==> src/rtl/nibble_serial_subtractor_pkg.sv <==
// Shared definitions for the nibble-serial subtractor.
// Provides the slice width, the FSM state type and the nibble index sizing helper.
package sub_pkg;

  localparam int SLICE_W = 4;

  typedef enum logic [1:0] {
    IDLE = 2'd0,
    BUSY = 2'd1,
    DONE = 2'd2
  } sub_state_t;

  // Index width for WIDTH/4 slices; a single slice still needs a 1-bit index.
  function automatic int idx_w(input int width);
    int n;
    n = width / SLICE_W;
    return (n <= 1) ? 1 : $clog2(n);
  endfunction

endpackage

==> src/rtl/nibble_serial_subtractor_csel_sub4.sv <==
// Combinational 4-bit carry-select subtract slice: both borrow-in cases are
// computed in parallel and the real borrow-in picks the result.
module csel_sub4
  import sub_pkg::*;
(
  input  logic [SLICE_W-1:0] x,
  input  logic [SLICE_W-1:0] y,
  input  logic               bin,
  output logic [SLICE_W-1:0] d,
  output logic               bout
);

  logic [SLICE_W:0] sum_b0;
  logic [SLICE_W:0] sum_b1;

  // x - y - bin == x + ~y + ~bin; the slice borrow is the inverted carry.
  always_comb begin
    sum_b0 = {1'b0, x} + {1'b0, ~y} + {{SLICE_W{1'b0}}, 1'b1};
    sum_b1 = {1'b0, x} + {1'b0, ~y};
  end

  always_comb begin
    d    = bin ? sum_b1[SLICE_W-1:0] : sum_b0[SLICE_W-1:0];
    bout = bin ? ~sum_b1[SLICE_W]    : ~sum_b0[SLICE_W];
  end

endmodule

==> src/rtl/nibble_serial_subtractor.sv <==
// Serial subtractor producing a - b one nibble per clock through a single
// shared carry-select slice, with valid/ready request and result ports.
module nibble_serial_subtractor
  import sub_pkg::*;
#(
  parameter int WIDTH = 16
) (
  input  logic             clk,
  input  logic             rst_n,
  input  logic             start_valid,
  output logic             start_ready,
  input  logic [WIDTH-1:0] a,
  input  logic [WIDTH-1:0] b,
  output logic             done_valid,
  input  logic             done_ready,
  output logic [WIDTH-1:0] diff,
  output logic             borrow_out,
  output logic             overflow
);

  localparam int N  = WIDTH / SLICE_W;
  localparam int IW = idx_w(WIDTH);
  localparam logic [IW-1:0] LAST = IW'(N - 1);

  if ((WIDTH % SLICE_W) != 0 || WIDTH < SLICE_W) begin : g_bad_width
    $error("WIDTH must be a positive multiple of 4");
  end

  sub_state_t state, nxt;

  logic [WIDTH-1:0]   a_q;
  logic [WIDTH-1:0]   b_q;
  logic [IW-1:0]      idx;
  logic               brw;
  logic [WIDTH-1:0]   diff_q;
  logic               bo_q;
  logic               ov_q;

  logic [IW+1:0]      base;
  logic [SLICE_W-1:0] sl_x;
  logic [SLICE_W-1:0] sl_y;
  logic [SLICE_W-1:0] sl_d;
  logic               sl_bout;
  logic               accept;
  logic               last;

  assign accept = (state == IDLE) && start_valid;
  assign last   = (idx == LAST);
  assign base   = {idx, 2'b00};
  assign sl_x   = a_q[base +: SLICE_W];
  assign sl_y   = b_q[base +: SLICE_W];

  csel_sub4 u_slice (
    .x    (sl_x),
    .y    (sl_y),
    .bin  (brw),
    .d    (sl_d),
    .bout (sl_bout)
  );

  always_comb begin
    nxt = state;
    case (state)
      IDLE:    if (start_valid)  nxt = BUSY;
      BUSY:    if (last)         nxt = DONE;
      DONE:    if (done_ready)   nxt = IDLE;
      default:                   nxt = IDLE;
    endcase
  end

  always_ff @(posedge clk or negedge rst_n) begin
    if (!rst_n) begin
      state  <= IDLE;
      idx    <= '0;
      brw    <= 1'b0;
      diff_q <= '0;
      bo_q   <= 1'b0;
      ov_q   <= 1'b0;
    end else begin
      state <= nxt;
      if (accept) begin
        idx <= '0;
        brw <= 1'b0;
      end else if (state == BUSY) begin
        diff_q[base +: SLICE_W] <= sl_d;
        brw                     <= sl_bout;
        idx                     <= idx + 1'b1;
        // Flags latch on the final slice, where sl_d holds the result MSB.
        if (last) begin
          bo_q <= sl_bout;
          ov_q <= (a_q[WIDTH-1] != b_q[WIDTH-1]) && (sl_d[SLICE_W-1] != a_q[WIDTH-1]);
        end
      end
    end
  end

  // Operands are only meaningful after capture, so they carry no reset.
  always_ff @(posedge clk) begin
    if (accept) begin
      a_q <= a;
      b_q <= b;
    end
  end

  assign start_ready = (state == IDLE);
  assign done_valid  = (state == DONE);
  assign diff        = diff_q;
  assign borrow_out  = bo_q;
  assign overflow    = ov_q;

endmodule

==> config.mk <==
export PLATFORM = sky130hd
export DESIGN_NAME = nibble_serial_subtractor
export DESIGN_NICKNAME = d
export VERILOG_FILES = /design/src/rtl/nibble_serial_subtractor_pkg.sv /design/src/rtl/nibble_serial_subtractor_csel_sub4.sv /design/src/rtl/nibble_serial_subtractor.sv
export SDC_FILE = /design/constraint.sdc
export NUM_CORES = 1
export LEC_CHECK = 0
export BUFFER_PORTS_ARGS = -buffer_cell sky130_fd_sc_hd__buf_4
export CORE_ASPECT_RATIO = 1.5
export CORE_UTILIZATION = 40
export DETAILED_ROUTE_END_ITERATION = 7
export PLACE_DENSITY = 0.74
export RECOVER_POWER = 100
export SETUP_SLACK_MARGIN = 0.2
export SLEW_MARGIN = 0
export SYNTH_ARGS = -nofsm -noshare
export SYNTH_HDL_FRONTEND = slang
export SYNTH_SLANG_ARGS = --single-unit
export TNS_END_PERCENT = 30
==> constraint.sdc <==
create_clock -name clk -period 2.9 [get_ports clk]
set_input_delay 0.58 -clock clk [delete_from_list [all_inputs] [get_ports clk]]
set_output_delay 0.58 -clock clk [all_outputs]
set_load 0.005 [all_outputs]
==> results.toml <==
[run_status]
status = "finished, violations left"
violations = "capacitance limit, slew limit"

[cts]
cts_max_level = 2
clock_tree.root_cell = "clkbuf_8"
cts_hold_buf = 0
clk_pin_slew_ns = 0.09
clk_latency_ns = 0.30
cts_buffer_depth = 2
cts_buffers = 5
cts_tree = "yes"
cts.sinks = 55

[placement]
dp_slack_ns = 0.0735
place.gp.congestion = 0.824
dp_hpwl_um = 3330
dpl_cell_area_sq_um = 2980
place_inst = 298
portBuffers = 55

[pwr]
p_sw_share_pct = 39.1
p_comb_share_pct = 55.8
p_per_area_nw_per_um2 = 1200
pwr-share-clk_pct = 12.2
power_frac_seq_pct = 32.0
power_mw = 3.76
p_leak_nw = 1.33
switching_power_mw = 1.47
internal_power_mw = 2.29
max-vdd-ir-drop_mv = 0.574

[routing]
vias_per_cell = 5.08
antenna_left = 0
drc = 0
drt_wl_total_um = 4380
wl_per_cell_um = 14.1
dr.pass1.iters = 4
drt_iter0_drc = 65
vias = 1579

[floorplanning]
io_pins = 56
fp.dieW_um = 65.8
core_sq_um = 5830
initial_utilization_pct = 41.9
dieArea_sq_um = 6440
die_h_um = 97.8
placementRows = 34

[run]
maxCapViolCount = 1

[setup_path]
critical-path-max-stage-delay_ns = 0.63
cp-startpoint = "idx[0]"
worstPathRequired_ns = 3.10
path_cells = "clkbuf_4 > mux4_2 > fa_2 > and3b_1 > o2bb2ai_2 > o211ai_4 > clkbuf_1 > a32o_1"
reg2reg_from = "idx[0]"
cp.arrival_ns = 2.93
crit_path_top_delay_cell = "fa_2"
end_kind = "register"
critPathMaxFanout = 5
path_class = "register to register"
start_kind = "register"

[synthesis]
synth_cells = 170
yosysMostFrequentCell = "edfxtp_1"
yosys_register_bits = 55
synth_area_sq_um = 2440
avgSynthCellArea_sq_um = 14.4
netlist_top_cells_area = "edfxtp_1, dfrtp_1, mux4_2"
synthArstFlopShare_pct = 41.8
synth_top_area_cell = "edfxtp_1"
yosysWarnings = 0
syn_nets = 218
synthFlopType = "edfxtp_1"
synth_top_area_share_pct = 39.3
ys_seq_area_share_pct = 62.8
netlist-cell-type-count = 41
synth_common_cells = "edfxtp_1, dfrtp_1, nand2_1"
synth-edff-count = 32

[sta]
max_freq_mhz = 367
fin_skew_ns = 0.00589
fin_crit_sh_pct = 94.0
worstMarginPinSlew_ns = 1.62
hold_viol = 0
rsz0062_at_grt = "true"
setup_viol = 0
hold_ws_ns = 0.460
relSlewSlack_pct = -7.94
setup_tns_ns = 0
drv_slew = 33
min_period_ns = 2.73
worst_slack_ns = 0.173

[min_path]
worstHoldStart = "done_ready"
hold_class = "input port to register"

[final_layout]
area.growth.synth_to_final_pct = 28.1
finish.utilization_pct = 53.8
antenna_cells = 0
fin_area_sq_um = 3130
fin_cells = 311
drive_above_1_share_pct = 36.0
nets = 286

[global_route]
grt_use_total_pct = 15.5
overflow = 0
grt_pass1_wl_um = 7370
grt_pass1_vias = 1583
antenna_found_initial = 0
grt_max_degree = 33
[layer usage]
metal	wire length [um]	track usage [%]	vias up
met4	65	7.02	0
li1	-	-	765
met1	1750	19.3	771
met3	152	2.80	4
met2	2410	25.7	39
met5	0	0	-
[layout by cell type (no fill, tap or decap), types with 2 or more instances in the layout]
cell	synthesis	routed
clkbuf_4	0	53
edfxtp_1	32	32
dfrtp_1	23	22
nand2_1	21	21
o21ai_0	15	15
inv_1	11	11
ha_1	11	9
mux4_2	8	8
clkbuf_1	1	6
buf_4	0	6
nor2_1	5	5
clkbuf_8	0	5
a22o_1	4	4
nand4_1	3	3
nand2b_1	2	2
o21ai_1	2	2
o211ai_1	2	2
a21oi_1	2	2
[power by group through the flow]
stage	clock (mW)	sequential (mW)	combinational [mW]
5_1_grt	0.507	1.23	2.32
6_report	0.458	1.20	2.10
4_1_cts	0.475	1.21	1.93
3_3_place_gp	0	1.21	1.82
3_5_place_dp	0	1.22	1.87
2_1_floorplan	0	1.19	1.32
[registers in the layout (all words and copies together), names as in the netlist]
signal	cells
overflow	1
diff	16
b_q	16
brw	1
idx	2
borrow_out	1
a_q	16
state	2
[cell families (layout without fill, tap and decap cells)]
group,Yosys count,after routing,synth area share (%)
xor+xnor,4,4,1.74
fa+ha+maj,12,12,6.45
buf+inv,14,83,2.25
mux,9,9,7.78
simple gates,42,42,9.21
compound gates,34,34,9.72
flops,55,55,62.8
[repair_timing]
item / CTS / global route
endpoints found under the setup margin: 11 / 15
pin swaps: 1 / 8
resized for setup: 1 / 12
buffers inserted: 0 / 5
endpoints found under the hold margin: 0 / 0
[path summary, 6_finish.rpt]
| check | endpoint | slack (ns) | depth (start not counted) |
|---|---|---|---|
| setup / recovery | diff[3] | 0.17 | 8 |
| hold / removal | state[1] | 0.46 | 2 |
| setup reg to reg | diff[3] | 0.17 | 8 |
| hold reg to reg | diff[5] | 0.48 | 2 |
| max in group asynchronous | idx[0] | 1.53 | 1 |
| min in group asynchronous | diff[5] | 0.53 | 1 |
[cell type report]
type	count	area [sq um]
inverters	11	41.3
multi-input cells	101	893
fillers	486	2700
repair buffers	64	469
well taps	72	90.1
clock buffers	8	101
flip-flops and latches	55	1540
[worst max-delay path, delay by kind of cell, from the launching register on]
family / cells / cell delay, ns
AOI/OAI and AO/OA: 3 / 0.52
and+or+nand+nor: 1 / 0.18
muxes: 1 / 0.54
DFF: 1 / 0.45
buffers and inverters: 2 / 0.31
adders and majority gates: 1 / 0.63
Power figures use the tool's default switching activity.
